===== src/rtl/uart_cmd_link.sv =====
// UART command link: 8N1 receiver packing three bytes into a 24-bit command, plus a single-byte
// response transmitter. Define UART_PARITY_EN to add an even-parity bit to both directions.
module uart_cmd_link #(
    parameter int BAUD_DIV     = 347,
    parameter int TIMEOUT_BITS = 64
) (
    input  logic        clk,
    input  logic        rst,
    input  logic        RX,
    output logic        TX,
    output logic [23:0] cmd,
    output logic        cmd_rdy,
    input  logic        clr_cmd_rdy,
    input  logic [7:0]  resp_data,
    input  logic        send_resp,
    output logic        resp_sent,
    output logic        tx_busy,
    output logic        frm_err
);

    localparam int CW = $clog2(BAUD_DIV);
    localparam int TW = $clog2(TIMEOUT_BITS * BAUD_DIV);
    localparam logic [CW-1:0] BIT_LAST  = CW'(BAUD_DIV - 1);
    localparam logic [CW-1:0] HALF_LAST = CW'(BAUD_DIV / 2 - 1);
    localparam logic [TW-1:0] TO_LAST   = TW'(TIMEOUT_BITS * BAUD_DIV - 1);

    typedef enum logic [2:0] {
        RX_IDLE,
        RX_START,
        RX_DATA,
`ifdef UART_PARITY_EN
        RX_PARITY,
`endif
        RX_STOP
    } rx_state_t;

    typedef enum logic [2:0] {
        TX_IDLE,
        TX_START,
        TX_DATA,
`ifdef UART_PARITY_EN
        TX_PARITY,
`endif
        TX_STOP
    } tx_state_t;

    logic            rx_meta, rx_sync, rx_prev;
    rx_state_t       rx_state, rx_state_n;
    logic [CW-1:0]   rx_cnt, rx_cnt_n;
    logic [2:0]      rx_bit, rx_bit_n;
    logic [7:0]      rx_shift, rx_shift_n;
    logic            byte_ok, byte_bad;
`ifdef UART_PARITY_EN
    logic            rx_par_err, rx_par_err_n;
`endif

    logic [1:0]      byte_cnt;
    logic [TW-1:0]   idle_cnt;

    tx_state_t       tx_state, tx_state_n;
    logic [CW-1:0]   tx_cnt, tx_cnt_n;
    logic [2:0]      tx_bit, tx_bit_n;
    logic [7:0]      tx_data, tx_data_n;
    logic            tx_line, tx_line_n;
    logic            resp_sent_n;

    // RX synchronizer presets high so reset never looks like a start bit
    always_ff @(posedge clk) begin
        if (rst) begin
            rx_meta    <= 1'b1;
            rx_sync    <= 1'b1;
            rx_prev    <= 1'b1;
            rx_state   <= RX_IDLE;
            rx_cnt     <= '0;
            rx_bit     <= '0;
            rx_shift   <= '0;
`ifdef UART_PARITY_EN
            rx_par_err <= 1'b0;
`endif
        end else begin
            rx_meta    <= RX;
            rx_sync    <= rx_meta;
            rx_prev    <= rx_sync;
            rx_state   <= rx_state_n;
            rx_cnt     <= rx_cnt_n;
            rx_bit     <= rx_bit_n;
            rx_shift   <= rx_shift_n;
`ifdef UART_PARITY_EN
            rx_par_err <= rx_par_err_n;
`endif
        end
    end

    always_comb begin
        rx_state_n = rx_state;
        rx_cnt_n   = rx_cnt;
        rx_bit_n   = rx_bit;
        rx_shift_n = rx_shift;
        byte_ok    = 1'b0;
        byte_bad   = 1'b0;
`ifdef UART_PARITY_EN
        rx_par_err_n = rx_par_err;
`endif
        case (rx_state)
            RX_IDLE: begin
                if (rx_prev && !rx_sync) begin
                    rx_state_n = RX_START;
                    rx_cnt_n   = '0;
                end
            end
            RX_START: begin
                // Mid-start-bit check rejects short glitches silently
                if (rx_cnt == HALF_LAST) begin
                    rx_cnt_n = '0;
                    if (rx_sync) begin
                        rx_state_n = RX_IDLE;
                    end else begin
                        rx_state_n = RX_DATA;
                        rx_bit_n   = '0;
`ifdef UART_PARITY_EN
                        rx_par_err_n = 1'b0;
`endif
                    end
                end else begin
                    rx_cnt_n = rx_cnt + 1'b1;
                end
            end
            RX_DATA: begin
                if (rx_cnt == BIT_LAST) begin
                    rx_cnt_n   = '0;
                    rx_shift_n = {rx_sync, rx_shift[7:1]};
                    rx_bit_n   = rx_bit + 3'd1;
                    if (rx_bit == 3'd7) begin
`ifdef UART_PARITY_EN
                        rx_state_n = RX_PARITY;
`else
                        rx_state_n = RX_STOP;
`endif
                    end
                end else begin
                    rx_cnt_n = rx_cnt + 1'b1;
                end
            end
`ifdef UART_PARITY_EN
            RX_PARITY: begin
                if (rx_cnt == BIT_LAST) begin
                    rx_cnt_n     = '0;
                    rx_par_err_n = rx_sync ^ (^rx_shift);
                    rx_state_n   = RX_STOP;
                end else begin
                    rx_cnt_n = rx_cnt + 1'b1;
                end
            end
`endif
            RX_STOP: begin
                if (rx_cnt == BIT_LAST) begin
                    rx_cnt_n   = '0;
                    rx_state_n = RX_IDLE;
`ifdef UART_PARITY_EN
                    if (rx_sync && !rx_par_err) byte_ok = 1'b1;
`else
                    if (rx_sync) byte_ok = 1'b1;
`endif
                    else byte_bad = 1'b1;
                end else begin
                    rx_cnt_n = rx_cnt + 1'b1;
                end
            end
            default: rx_state_n = RX_IDLE;
        endcase
    end

    // Command assembly; a byte arriving while the previous command is unread is an overrun
    always_ff @(posedge clk) begin
        if (rst) begin
            cmd      <= '0;
            cmd_rdy  <= 1'b0;
            byte_cnt <= '0;
            idle_cnt <= '0;
            frm_err  <= 1'b0;
        end else begin
            frm_err <= byte_bad | (byte_ok & cmd_rdy);
            if (clr_cmd_rdy) cmd_rdy <= 1'b0;
            if (byte_ok && !cmd_rdy) begin
                case (byte_cnt)
                    2'd0:    cmd[23:16] <= rx_shift;
                    2'd1:    cmd[15:8]  <= rx_shift;
                    default: cmd[7:0]   <= rx_shift;
                endcase
                if (byte_cnt == 2'd2) begin
                    byte_cnt <= '0;
                    cmd_rdy  <= 1'b1;
                end else begin
                    byte_cnt <= byte_cnt + 2'd1;
                end
            end else if (idle_cnt == TO_LAST) begin
                byte_cnt <= '0;
            end
            if (byte_cnt != 2'd0 && rx_state == RX_IDLE && idle_cnt != TO_LAST)
                idle_cnt <= idle_cnt + 1'b1;
            else
                idle_cnt <= '0;
        end
    end

    always_ff @(posedge clk) begin
        if (rst) begin
            tx_state  <= TX_IDLE;
            tx_cnt    <= '0;
            tx_bit    <= '0;
            tx_data   <= '0;
            tx_line   <= 1'b1;
            resp_sent <= 1'b0;
        end else begin
            tx_state  <= tx_state_n;
            tx_cnt    <= tx_cnt_n;
            tx_bit    <= tx_bit_n;
            tx_data   <= tx_data_n;
            tx_line   <= tx_line_n;
            resp_sent <= resp_sent_n;
        end
    end

    // The line level is registered alongside the state so TX never glitches
    always_comb begin
        tx_state_n  = tx_state;
        tx_cnt_n    = tx_cnt;
        tx_bit_n    = tx_bit;
        tx_data_n   = tx_data;
        tx_line_n   = tx_line;
        resp_sent_n = 1'b0;
        case (tx_state)
            TX_IDLE: begin
                if (send_resp && !resp_sent) begin
                    tx_state_n = TX_START;
                    tx_cnt_n   = '0;
                    tx_data_n  = resp_data;
                    tx_line_n  = 1'b0;
                end
            end
            TX_START: begin
                if (tx_cnt == BIT_LAST) begin
                    tx_state_n = TX_DATA;
                    tx_cnt_n   = '0;
                    tx_bit_n   = '0;
                    tx_line_n  = tx_data[0];
                end else begin
                    tx_cnt_n = tx_cnt + 1'b1;
                end
            end
            TX_DATA: begin
                if (tx_cnt == BIT_LAST) begin
                    tx_cnt_n = '0;
                    if (tx_bit == 3'd7) begin
`ifdef UART_PARITY_EN
                        tx_state_n = TX_PARITY;
                        tx_line_n  = ^tx_data;
`else
                        tx_state_n = TX_STOP;
                        tx_line_n  = 1'b1;
`endif
                    end else begin
                        tx_bit_n  = tx_bit + 3'd1;
                        tx_line_n = tx_data[tx_bit + 3'd1];
                    end
                end else begin
                    tx_cnt_n = tx_cnt + 1'b1;
                end
            end
`ifdef UART_PARITY_EN
            TX_PARITY: begin
                if (tx_cnt == BIT_LAST) begin
                    tx_state_n = TX_STOP;
                    tx_cnt_n   = '0;
                    tx_line_n  = 1'b1;
                end else begin
                    tx_cnt_n = tx_cnt + 1'b1;
                end
            end
`endif
            TX_STOP: begin
                if (tx_cnt == BIT_LAST) begin
                    tx_state_n  = TX_IDLE;
                    tx_cnt_n    = '0;
                    tx_line_n   = 1'b1;
                    resp_sent_n = 1'b1;
                end else begin
                    tx_cnt_n = tx_cnt + 1'b1;
                end
            end
            default: begin
                tx_state_n = TX_IDLE;
                tx_line_n  = 1'b1;
            end
        endcase
    end

    assign TX      = tx_line;
    assign tx_busy = (tx_state != TX_IDLE);

endmodule


===== config.mk =====
export PLATFORM = sky130hd
export DESIGN_NAME = uart_cmd_link
export DESIGN_NICKNAME = d
export VERILOG_FILES = /design/src/rtl/uart_cmd_link.sv
export SDC_FILE = /design/constraint.sdc
export NUM_CORES = 1
export LEC_CHECK = 0
export BUFFER_PORTS_ARGS = -buffer_cell sky130_fd_sc_hd__buf_2
export CAP_MARGIN = 40
export CORE_MARGIN = 3
export CORE_UTILIZATION = 60
export CTS_CLUSTER_DIAMETER = 40
export DETAILED_ROUTE_END_ITERATION = 16
export PLACE_DENSITY = 0.81
export SLEW_MARGIN = 15
export SYNTH_ARGS = -nofsm -noshare
export SYNTH_HDL_FRONTEND = slang
export SYNTH_SLANG_ARGS = --single-unit

===== constraint.sdc =====
create_clock -name clk -period 3.7 [get_ports clk]
set_clock_uncertainty 0.05 [all_clocks]
set_input_delay 0.555 -clock clk [delete_from_list [all_inputs] [get_ports clk]]
set_output_delay 0.555 -clock clk [all_outputs]
set_load 0.05 [all_outputs]

# ---- Word level (Yosys, flattened, before mapping)
# Cells that the tools add are included.
dict set report word_totals {
  inputBits 13
  register_bits 94
  wordCells 142
}
dict set report classes {
  muxes 48
  n_addsub 6
  n_bitwise 5
  n_reduce_logical 35
  n_eq_ne 27
  n_lt_le_gt_ge 1
}
# op count
set op_table {}
lappend op_table {{2-to-1 mux 3 bit} 15}
lappend op_table {{2-to-1 mux 9 bit} 5}
lappend op_table {{case mux 9 bit (3 select lines)} 1}
lappend op_table {{inequality test 2 bit, second input constant} 12}
lappend op_table {{case mux 3 bit (4 select lines)} 2}
lappend op_table {{adder 9 x 1 -> 9 bit, second input constant} 2}
lappend op_table {{equality test 9 bit, second input constant} 2}
lappend op_table {{case mux 9 bit (2 select lines)} 1}
lappend op_table {{2-to-1 mux 1 bit} 16}
lappend op_table {{adder 15 x 1 -> 15 bit, second input constant} 1}
lappend op_table {{equality test 15 bit, second input constant} 1}
lappend op_table {{inequality test 15 bit, second input constant} 1}
lappend op_table {{AND reduction 2 bit} 7}
lappend op_table {{equality test 3 x 2 -> 1 bit, second input constant} 4}
lappend op_table {{case mux 3 bit (2 select lines)} 2}
lappend op_table {{AND reduction 4 bit} 3}
lappend op_table {{AND reduction 5 bit} 2}
lappend op_table {{nonzero test 2 bit} 5}
lappend op_table {{equality test 9 x 8 -> 1 bit, second input constant} 1}
lappend op_table {{2-to-1 mux 2 bit} 4}
lappend op_table {{OR reduction 2 bit} 4}
lappend op_table {{adder 3 x 1 -> 3 bit, second input constant} 2}
lappend op_table {{equality test 3 x 1 -> 1 bit, second input constant} 2}
lappend op_table {{equality test 3 bit, second input constant} 2}
lappend op_table {{other kinds (15)} 25}

# ---- Depth between registers and ports, before layout
# Gate-level depths: netlist of the first run.
dict set report depth {
  depth_word 6
  depth_mapped 8
  depth_no_buf 6
}

# ---- Worst setup path before layout of the first run
# No wires, ideal clock.
dict set report synth_timing {
  kind {register -> register}
  start {register tx_cnt[0]}
  end {register tx_cnt[7]}
  path_stages_with_launch 7
  arrival_time_ps 1726
  slack_ps 1850
  synth_period_minus_slack_ps 1850
  path_cell_list {dfxtp_1 inv_1 ha_1 and4_1 a221oi_1 or3b_2 a31oi_1}
}
dict set report synth_via {
  elab_chain_cells 3
}
# item line_no
set synth_lines {}
lappend synth_lines {{start, declared} 61} ;# logic [CW-1:0] tx_cnt, tx_cnt_n;
lappend synth_lines {{start signal, assigned} 216} ;# tx_cnt <= tx_cnt_n;
lappend synth_lines {{adder 9 x 1 -> 9 bit / equality test 9 bit (equally long branches)} --}
lappend synth_lines {{2-to-1 mux 9 bit *} {242, 252, 282}}
lappend synth_lines {{case mux 9 bit (2 select lines) *} 232} ;# case (tx_state)
# Every way passes the cells marked *; elsewhere a longest branch is shown, timed or not.
# A chain may end at the register's enable or synchronous reset.

# ---- Final worst setup path of the first run
dict set report layout_timing {
  start {register rx_cnt[0]}
  end {register rx_cnt[7]}
}
dict set report layout_via {
  elab_chain_cells 3
}
# item line_no
set layout_lines {}
lappend layout_lines {{start, declared} 49} ;# logic [CW-1:0] rx_cnt, rx_cnt_n;
lappend layout_lines {{start signal, assigned} 85} ;# rx_cnt <= rx_cnt_n;
lappend layout_lines {{adder 9 x 1 -> 9 bit (tied with other cells)} {125, 141, 166}}
lappend layout_lines {{2-to-1 mux 9 bit (on tied branches)} {129, 156, 113}}
lappend layout_lines {{case mux 9 bit (3 select lines) *} 104} ;# case (rx_state)
# Marked as above.

==> results of run 1 <==
-- synth_stat cells, drive strengths merged (3+ instances only) --
cell,instances,area share
nand4,4,0.0059
o21ai,10,0.012
a21oi,35,0.042
or2,4,0.0059
dfxtp,92,0.44
nor3,6,0.0071
or4,3,0.0053
nor4b,3,0.0098
a211oi,3,0.0053
buf,5,0.0062
and3,6,0.0089
nand4b,4,0.0098
and2,6,0.0089
xnor2,7,0.015
o22ai,7,0.010
clkbuf,16,0.015
nand3,23,0.027
nand2b,9,0.013
a2111oi,3,0.0062
ha,16,0.047
nor2b,3,0.0044
nand3b,4,0.0071
nand2,48,0.043
nor2,58,0.052
mux2i,27,0.064
inv,14,0.012
and4b,3,0.0071
and4,3,0.0062
xor2,9,0.019
o2111ai,3,0.0062
nor4,4,0.0095
-- final timing paths --
check / startpoint / end / slack [ps] / cells after the start
worst min register to register: idle_cnt[0] / idle_cnt[0] / 390 / 1
worst min-delay path: RX / rx_meta / 310 / 2
worst max-delay path: rx_cnt[0] / rx_cnt[7] / 1250 / 7
worst max register to register: rx_cnt[0] / rx_cnt[7] / 1250 / 7
-- sequential cells by signal, summed over array words and instances, names as in the netlist, 3 cells and up --
register,flops
cmd,24
rx_shift,8
rx_cnt,9
tx_bit,3
rx_bit,3
tx_data,8
idle_cnt,15
tx_cnt,9
-- area by class of cell --
type / count / share of cell area
inverter: 14 / 0.0112
timing repair buffer: 45 / 0.0511
clock buffer: 9 / 0.0265
multi-input combinational: 342 / 0.478
clock inverter: 7 / 0.0144
sequential: 92 / 0.394
tap: 93 / 0.0249
-- metrics by stage --
step	util	setup slack (ps)
3_3_place_gp	0.682	1420
3_5_place_dp	0.683	1320
5_1_grt	0.713	1010
4_1_cts	0.713	1300
6_report	0.713	1250
2_1_floorplan	-	1850
-- report_power, final --
group / total (W) / switching (W) / internal [W]
logic: 0.000362 / 0.000239 / 0.000123
clock network: 0.000659 / 0.000396 / 0.000263
registers: 0.00106 / 0.0000331 / 0.00103
-- cells by family (layout without fill, tap and decap cells) --
logic type,after synthesis,in the layout,share of synthesized area
DFF,92,92,0.436
adders and majority gates,16,16,0.0474
xor gates and xnor gates,16,16,0.0332
muxes,30,30,0.0747
buffers and inverters,35,75,0.0332
and+or+nand+nor,201,201,0.257
AOI/OAI and AO/OA,79,79,0.118
-- per-layer routing --
metal  vias up  routed length [µm]  GRT usage
met5         -                   0          0
met4         0                 164     0.0880
met3        13                 344     0.0543
met2        63                4010      0.351
met1      1636                4020      0.282
li1       1725                   -          -
==> results_tabular.tex, run 1 <==
\begin{tabular}{lr}
\hline
Metric & Value \\
\hline
\multicolumn{2}{l}{\textbf{Yosys}} \\
\quad Post-synthesis average cell area & between 8 and 9 µm² \\
\quad Async SR Flop Fraction & 0 \\
\quad Flip-flop and latch count after synthesis & 92 \\
\quad Sequential cell area fraction in the yosys report & 0.436 \\
\quad Most used DFF post-synth & sky130\_fd\_sc\_hd\_\_dfxtp\_1 \\
\quad EDFF count, synth & 0 \\
\quad Post-Synthesis Cells & around 470 \\
\quad Post-Syn Nets & 498 \\
\quad Number of distinct library cells after synthesis & 64 \\
\quad Yosys warning count & 0 \\
\quad Combined area of all synthesized cells & between 4000 and 5000 µm² \\
\multicolumn{2}{l}{\textbf{Critical path}} \\
\quad Highest fanout seen on the critical path & 7 \\
\quad Slowest cell on the critical path & sky130\_fd\_sc\_hd\_\_a21boi\_0 \\
\quad Data arrival time of the critical path & $\sim$2700 ps \\
\quad Kind of launch point of the worst setup path & flip-flop \\
\quad Kind of critical path & reg -> reg \\
\quad Series of cell instances along the critical path & inv\_1, ha\_1, and4bb\_2, a21boi\_0, buf\_4, nor2\_1, o311ai\_0 \\
\quad Biggest cell delay along the critical path & 630 ps \\
\quad CP bufs+invs & 2 \\
\quad Data required time of the worst path & between 3000 and 4000 ps \\
\quad Largest delay share family, worst path & compound AO/OA/AOI/OAI gates \\
\quad Sort of element at the end of the critical path & flip-flop \\
\multicolumn{2}{l}{\textbf{Placement}} \\
\quad DP Cell Count & 586 \\
\quad Port Buffers & between 40 and 50 \\
\quad GP Congestion & between 0.8 and 0.9 \\
\quad HPWL Detailed & just under 6000 µm \\
\quad Placement-stage cell area & 4490 µm² \\
\multicolumn{2}{l}{\textbf{STA}} \\
\quad Least-Margin Pin Slew & approximately 800 ps \\
\quad Final number of max-transition violations & 0 \\
\quad Highest achievable clock rate & 407 MHz \\
\quad WHS & around 310 ps \\
\quad Period Utilization, post-route & 0.664 \\
\quad Unrepaired setup endpoints after global routing & false \\
\quad Endpoints failing setup & 0 \\
\quad Sum of negative setup slack & 0 ps \\
\quad Time the final worst path needs with I/O delays and setup & approximately 2500 ps \\
\quad Max-Slew Margin vs Limit & 0.470 \\
\quad Final hold violation count & 0 \\
\multicolumn{2}{l}{\textbf{Hold path}} \\
\quad Type of the tightest min-delay check & in -> reg \\
\multicolumn{2}{l}{\textbf{Die}} \\
\quad Starting Density & 0.643 \\
\quad Count of standard-cell rows & 29 \\
\quad Total core area & approximately 6600 µm² \\
\quad Floorplan die width & around 90 µm \\
\quad Die height & between 80 and 90 µm \\
\quad Die footprint & 8080 µm² \\
\quad Ports placed on the boundary & 42 \\
\multicolumn{2}{l}{\textbf{Global routing}} \\
\quad Aggregate global-route resource usage & 0.218 \\
\quad Vias in the first global route & around 3200 \\
\quad Global route total overflow & 0 \\
\quad First-pass GRT wire length & about 15000 µm \\
\quad Initial antenna violation count & 0 \\
\quad Maximum number of pins on one net before global-route repair & 40 \\
\multicolumn{2}{l}{\textbf{Drt}} \\
\quad Detail Route Antenna Nets & 0 \\
\quad Number of vias in the routed layout & between 3000 and 4000 \\
\quad Average vias per placed instance & approximately 5.7 \\
\quad Routed length per instance & about 14 µm \\
\quad Sum of routed wire length over all layers & approximately 8500 µm \\
\quad Final routed DRC violation total & 0 \\
\quad Number of detailed-routing iterations run before antenna repair & 4 \\
\quad First-iteration detailed-routing DRC count & 173 \\
\multicolumn{2}{l}{\textbf{Clock tree}} \\
\quad Post-CTS Hold Fix Bufs & 0 \\
\quad Clock slew seen by the registers of the worst setup and hold paths & 100 ps \\
\quad H-tree depth & 3 \\
\quad Number of sinks on the clock net & roughly 90 \\
\quad CTS tree & done \\
\quad Maximum clock path buffer count & 2 \\
\quad Source-to-sink clock delay at the later pin of the worst-skew pair & roughly 370 ps \\
\quad Post-CTS Setup Inserts & 0 \\
\quad Root buf cell & sky130\_fd\_sc\_hd\_\_clkbuf\_8 \\
\quad Clock buffers created by TritonCTS & 9 \\
\quad Resize count post-CTS & 0 \\
\multicolumn{2}{l}{\textbf{Final layout}} \\
\quad Final \#Nets & 533 \\
\quad Antenna Cells & 0 \\
\quad Layout Cell Area excl Fill & $\sim$4700 µm² \\
\quad Sequential Area & 1840 µm² \\
\quad Most common library cell in the layout ignoring fill and taps & sky130\_fd\_sc\_hd\_\_dfxtp\_1 \\
\quad Highest-count cells in the layout ignoring fill and taps & sky130\_fd\_sc\_hd\_\_dfxtp\_1, sky130\_fd\_sc\_hd\_\_nor2\_1, sky130\_fd\_sc\_hd\_\_nand2\_1, sky130\_fd\_sc\_hd\_\_buf\_2, sky130\_fd\_sc\_hd\_\_a21oi\_1 \\
\quad Final std cells w/o fill & roughly 600 \\
\quad Fill cells & about 530 \\
\quad Layout overhead on the synthesized area & 10.9\% \\
\quad Fraction of layout instances using a drive strength above 1 & 0.149 \\
\quad Multi-input gate area in the final layout & around 2200 µm² \\
\multicolumn{2}{l}{\textbf{Pwr}} \\
\quad Power density cells & around 450 nW/µm² \\
\quad LEAKAGE & roughly 1.7 nW \\
\quad Pwr Total & 0.00209 W \\
\quad IR Drop Worst-Case VDD & about 330 µV \\
\multicolumn{2}{l}{\textbf{Status}} \\
\quad Result of the run & finished, final reports clean \\
\multicolumn{2}{l}{\textbf{Flow run}} \\
\quad Total of max-cap violations & 0 \\
\hline
\end{tabular}
Note: power is estimated with default switching activity, not from simulation.
==> run 2: changes to the inputs <==
--- a/config.mk
+++ b/config.mk
@@ -5,13 +5,14 @@
 export SDC_FILE = /design/constraint.sdc
 export NUM_CORES = 1
 export LEC_CHECK = 0
+export ABC_AREA = 1
 export BUFFER_PORTS_ARGS = -buffer_cell sky130_fd_sc_hd__buf_2
 export CAP_MARGIN = 40
 export CORE_MARGIN = 3
-export CORE_UTILIZATION = 60
+export CORE_UTILIZATION = 59
 export CTS_CLUSTER_DIAMETER = 40
 export DETAILED_ROUTE_END_ITERATION = 16
-export PLACE_DENSITY = 0.81
+export PLACE_DENSITY = 0.79
 export SLEW_MARGIN = 15
 export SYNTH_ARGS = -nofsm -noshare
 export SYNTH_HDL_FRONTEND = slang
==> constraint.sdc (replaced) <==
create_clock -name clk -period 2.5 [get_ports clk]
set_clock_uncertainty 0.05 [all_clocks]
set_input_delay 0.375 -clock clk [delete_from_list [all_inputs] [get_ports clk]]
set_output_delay 0.375 -clock clk [all_outputs]
set_load 0.05 [all_outputs]
==> run 2 against run 1 <==
Net effect:
- setup slack got worse by 740 ps
- core utilization decreased by 2.4 points
- synthesized cell count increased by 32%
- wire length increased by 5.7%
- first-iteration DRC count increased by 4.6%
- via count increased by 13%
- non-clock buffer count decreased by 1
- critical path type is now reg -> out
- critical endpoint is now tx_busy
- largest power group unchanged
- highest routed layer unchanged
==> results_tabular.tex, run 2 <==
\begin{tabular}{lr}
\hline
Metric & Value \\
\hline
\multicolumn{2}{l}{\textbf{Drt}} \\
\quad Detail Route Antenna Nets & 0 (unchanged) \\
\quad Average vias per placed instance & 5.09 (was 5.71) \\
\quad Sum of routed wire length over all layers & 9030 µm (was 8540 µm) \\
\quad Routed length per instance & 11.9 µm (was 14.2 µm) \\
\quad Final routed DRC violation total & 0 (unchanged) \\
\quad Number of detailed-routing iterations run before antenna repair & 5 (was 4) \\
\quad Number of vias in the routed layout & 3869 (was 3437) \\
\quad First-iteration detailed-routing DRC count & 181 (was 173) \\
\multicolumn{2}{l}{\textbf{STA}} \\
\quad Max-Slew Margin vs Limit & 0.611 (was 0.470) \\
\quad WHS & 143 ps (was 314 ps) \\
\quad Sum of negative setup slack & 0 ps (unchanged) \\
\quad Final number of max-transition violations & 0 (unchanged) \\
\quad Final hold violation count & 0 (unchanged) \\
\quad Period Utilization, post-route & 0.800 \\
\quad Least-Margin Pin Slew & 582 ps (was 788 ps) \\
\quad Unrepaired setup endpoints after global routing & false (unchanged) \\
\quad Time the final worst path needs with I/O delays and setup & around 2000 ps \\
\quad Endpoints failing setup & 0 (unchanged) \\
\quad Worst Slack Setup Final & 501 ps (was 1250 ps) \\
\quad Highest achievable clock rate & approximately 500 MHz \\
\multicolumn{2}{l}{\textbf{Final layout}} \\
\quad Final \#Nets & 688 (was 533) \\
\quad Reg with most FFs & cmd (unchanged) \\
\quad Antenna Cells & 0 (unchanged) \\
\quad Layout overhead on the synthesized area & 9.77\% (was 10.9\%) \\
\quad Max reg flops & 24 (unchanged) \\
\quad Highest-count cells in the layout ignoring fill and taps & sky130\_fd\_sc\_hd\_\_nand2\_1, sky130\_fd\_sc\_hd\_\_dfxtp\_1, sky130\_fd\_sc\_hd\_\_inv\_1, sky130\_fd\_sc\_hd\_\_nor2\_1 (was sky130\_fd\_sc\_hd\_\_dfxtp\_1, sky130\_fd\_sc\_hd\_\_nor2\_1, sky130\_fd\_sc\_hd\_\_nand2\_1, sky130\_fd\_sc\_hd\_\_buf\_2, sky130\_fd\_sc\_hd\_\_a21oi\_1) \\
\quad Registers with the most flip-flops & cmd: 24 flops, idle\_cnt: 15 flops (unchanged) \\
\quad Fill cells & 606 (was 526) \\
\quad Layout Cell Area excl Fill & 4810 µm² (was 4680 µm²) \\
\quad Most common library cell in the layout ignoring fill and taps & sky130\_fd\_sc\_hd\_\_nand2\_1 (was sky130\_fd\_sc\_hd\_\_dfxtp\_1) \\
\quad Fraction of layout instances using a drive strength above 1 & 0.114 (was 0.149) \\
\multicolumn{2}{l}{\textbf{Clock tree}} \\
\quad H-tree depth & 3 (unchanged) \\
\quad Resize count post-CTS & 0 (unchanged) \\
\quad Root buf cell & sky130\_fd\_sc\_hd\_\_clkbuf\_8 (unchanged) \\
\quad Post-CTS Hold Fix Bufs & 0 (unchanged) \\
\quad CTS tree & done (unchanged) \\
\quad Post-CTS Setup Inserts & 0 (unchanged) \\
\quad Clock buffers created by TritonCTS & 9 (unchanged) \\
\quad Clock slew seen by the registers of the worst setup and hold paths & 90 ps (was 100 ps) \\
\quad Number of sinks on the clock net & 92 (unchanged) \\
\quad Source-to-sink clock delay at the later pin of the worst-skew pair & 360 ps (was 370 ps) \\
\quad Maximum clock path buffer count & 2 (unchanged) \\
\multicolumn{2}{l}{\textbf{Critical path}} \\
\quad Cell repeated most along the worst path & sky130\_fd\_sc\_hd\_\_inv\_1 \\
\quad Worst reg-to-reg path cell count & 10 (was 7) \\
\quad Data arrival time of the critical path & 1570 ps (was 2680 ps) \\
\quad Sort of element at the end of the critical path & output pin (was flip-flop) \\
\quad Reg2Reg Launch Point & rx\_cnt[0] (unchanged) \\
\quad Worst reg2reg path endpoint & cmd[22] (was rx\_cnt[7]) \\
\quad CP bufs+invs & 3 (was 2) \\
\quad Series of cell instances along the critical path & inv\_1, ha\_1, inv\_1, buf\_2 (was inv\_1, ha\_1, and4bb\_2, a21boi\_0, buf\_4, nor2\_1, o311ai\_0) \\
\quad Setup slack, reg-to-reg & 540 ps (was 1250 ps) \\
\quad Highest fanout seen on the critical path & 4 (was 7) \\
\quad Biggest cell delay along the critical path & 400 ps (was 630 ps) \\
\quad Kind of launch point of the worst setup path & flip-flop (unchanged) \\
\quad Slowest cell on the critical path & sky130\_fd\_sc\_hd\_\_dfxtp\_1 (was sky130\_fd\_sc\_hd\_\_a21boi\_0) \\
\quad Largest delay share family, worst path & buffers and inverters (was compound AO/OA/AOI/OAI gates) \\
\quad Data required time of the worst path & 2080 ps (was 3920 ps) \\
\quad Kind of critical path & reg -> out (was reg -> reg) \\
\multicolumn{2}{l}{\textbf{Yosys}} \\
\quad Post-Syn Nets & 648 (was 498) \\
\quad EDFF count, synth & 0 (unchanged) \\
\quad Library cell with the highest instance count after synthesis & sky130\_fd\_sc\_hd\_\_nand2\_1 (was sky130\_fd\_sc\_hd\_\_dfxtp\_1) \\
\quad Synth top cells by count & sky130\_fd\_sc\_hd\_\_nand2\_1, sky130\_fd\_sc\_hd\_\_dfxtp\_1, sky130\_fd\_sc\_hd\_\_inv\_1 (was sky130\_fd\_sc\_hd\_\_dfxtp\_1, sky130\_fd\_sc\_hd\_\_nor2\_1, sky130\_fd\_sc\_hd\_\_nand2\_1) \\
\quad Async SR Flop Fraction & 0 (unchanged) \\
\quad Post-synthesis average cell area & 7.08 µm² (was 9.00 µm²) \\
\quad Most used DFF post-synth & sky130\_fd\_sc\_hd\_\_dfxtp\_1 (unchanged) \\
\quad Ranking of synthesized cells by area & sky130\_fd\_sc\_hd\_\_dfxtp\_1, sky130\_fd\_sc\_hd\_\_nand2\_1, sky130\_fd\_sc\_hd\_\_inv\_1 (was sky130\_fd\_sc\_hd\_\_dfxtp\_1, sky130\_fd\_sc\_hd\_\_mux2i\_1, sky130\_fd\_sc\_hd\_\_nor2\_1) \\
\quad Yosys warning count & 0 (unchanged) \\
\quad Post-Synthesis Cells & 619 (was 469) \\
\quad Number of distinct library cells after synthesis & 34 (was 64) \\
\quad Cell type with the largest total area after synthesis & sky130\_fd\_sc\_hd\_\_dfxtp\_1 (unchanged) \\
\quad Sequential cell area fraction in the yosys report & 0.420 (was 0.436) \\
\quad Combined area of all synthesized cells & 4380 µm² (was 4220 µm²) \\
\quad Yosys top cell area share & 0.420 (was 0.436) \\
\quad Flip-flop and latch count after synthesis & 92 (unchanged) \\
\multicolumn{2}{l}{\textbf{Die}} \\
\quad Die footprint & 8500 µm² (was 8080 µm²) \\
\quad Floorplan die width & 92.2 µm (was 89.9 µm) \\
\quad Ports placed on the boundary & 42 (unchanged) \\
\quad Total core area & 6980 µm² (was 6570 µm²) \\
\quad Starting Density & 0.628 (was 0.643) \\
\quad Die height & 92.2 µm (was 89.9 µm) \\
\quad Count of standard-cell rows & 30 (was 29) \\
\multicolumn{2}{l}{\textbf{Global routing}} \\
\quad Aggregate global-route resource usage & 0.220 (was 0.218) \\
\quad First-pass GRT wire length & 15200 µm (was 14800 µm) \\
\quad Global route total overflow & 0 (unchanged) \\
\quad Maximum number of pins on one net before global-route repair & 46 (was 40) \\
\quad Vias in the first global route & 3493 (was 3235) \\
\quad Initial antenna violation count & 0 (unchanged) \\
\multicolumn{2}{l}{\textbf{Placement}} \\
\quad GP Congestion & 0.906 (was 0.865) \\
\quad Port Buffers & 41 (unchanged) \\
\quad Placement-stage cell area & 4650 µm² (was 4490 µm²) \\
\quad HPWL Detailed & 6580 µm (was 5960 µm) \\
\quad Worst setup timing slack at the placement stage & 559 ps (was 1320 ps) \\
\multicolumn{2}{l}{\textbf{Status}} \\
\quad Result of the run & finished, final reports clean (unchanged) \\
\multicolumn{2}{l}{\textbf{Pwr}} \\
\quad IR Drop Worst-Case VDD & 768 µV (was 327 µV) \\
\quad Pwr Total & 0.00324 W (was 0.00209 W) \\
\quad Power density cells & 674 nW/µm² (was 446 nW/µm²) \\
\quad LEAKAGE & 2.25 nW (was 1.75 nW) \\
\multicolumn{2}{l}{\textbf{Hold path}} \\
\quad Launch instance of the worst min-delay path & RX (unchanged) \\
\quad Type of the tightest min-delay check & in -> reg (unchanged) \\
\quad Capture endpoint of the worst hold path & rx\_meta (unchanged) \\
\quad Number of stages on the worst hold path & 2 (unchanged) \\
\multicolumn{2}{l}{\textbf{Flow run}} \\
\quad Total of max-cap violations & 0 (unchanged) \\
\hline
\end{tabular}
run 2: cell count changes after synthesis, moves of 7 or more:
cell and delta:
sky130_fd_sc_hd__mux2i_1 -27, sky130_fd_sc_hd__clkbuf_1 -8, sky130_fd_sc_hd__o22ai_1 -7, sky130_fd_sc_hd__nor3_1 +10, sky130_fd_sc_hd__nand4_1 +11, sky130_fd_sc_hd__nand2_1 +83, sky130_fd_sc_hd__a21oi_1 +12, sky130_fd_sc_hd__inv_1 +78
sky130_fd_sc_hd__nor2_1 +24, sky130_fd_sc_hd__o21ai_0 +22, sky130_fd_sc_hd__nand2b_1 -9, sky130_fd_sc_hd__nand3_1 +23
run 2: area by class of cell:
class | count | area (µm²) | area share
sequential | 92 | 1840 | 0.383
inverter | 96 | 360 | 0.0749
tap | 96 | 120 | 0.0250
multi-input combinational | 416 | 2100 | 0.436
timing repair buffer | 44 | 228 | 0.0473
clock inverter | 4 | 26.3 | 0.00546
clock buffer | 12 | 135 | 0.0281
run 2: worst max-delay path by stage:
stage                start       to  slack (ps)  depth (start not counted)
6_report       tx_state[0]  tx_busy         500                          4
3_3_place_gp     rx_cnt[0]  cmd[20]         650                         10
3_5_place_dp     rx_cnt[0]  cmd[22]         560                         10
5_1_grt          rx_cnt[0]  cmd[22]         310                         10
4_1_cts        tx_state[0]  tx_busy         500                          4
2_1_floorplan  tx_state[0]       TX         800                          8
run 2: kinds of logic (layout without fill, tap and decap cells):
group                      after synthesis  in the layout  share of synthesized area
and+or+nand+nor                        309            309                      0.319
buffers and inverters                  111            156                      0.101
xor gates and xnor gates                 7              7                     0.0140
DFF                                     92             92                      0.420
adders and majority gates               16             16                     0.0457
AOI/OAI and AO/OA                       84             84                      0.100
run 2: where the power goes:
part | switching, W | internal, W
Clock | 0.000506 | 0.000361
Combinational | 0.000526 | 0.000218
Sequential | 0.0000720 | 0.00156
Total | 0.00110 | 0.00214
run 2: per-layer routing:
metal	track usage	part of all wire	vias to the layer above
li1	-	-	2038
met1	0.270	0.46	1742
met2	0.372	0.49	74
met3	0.0673	0.040	15
met4	0.0644	0.015	0
met5	0	0	-
run 2: through the flow:
stage          instances   util
3_3_place_gp         744  0.666
2_1_floorplan        619      -
3_5_place_dp         744  0.666
6_report             760  0.689
4_1_cts              760  0.689
5_1_grt              760  0.689
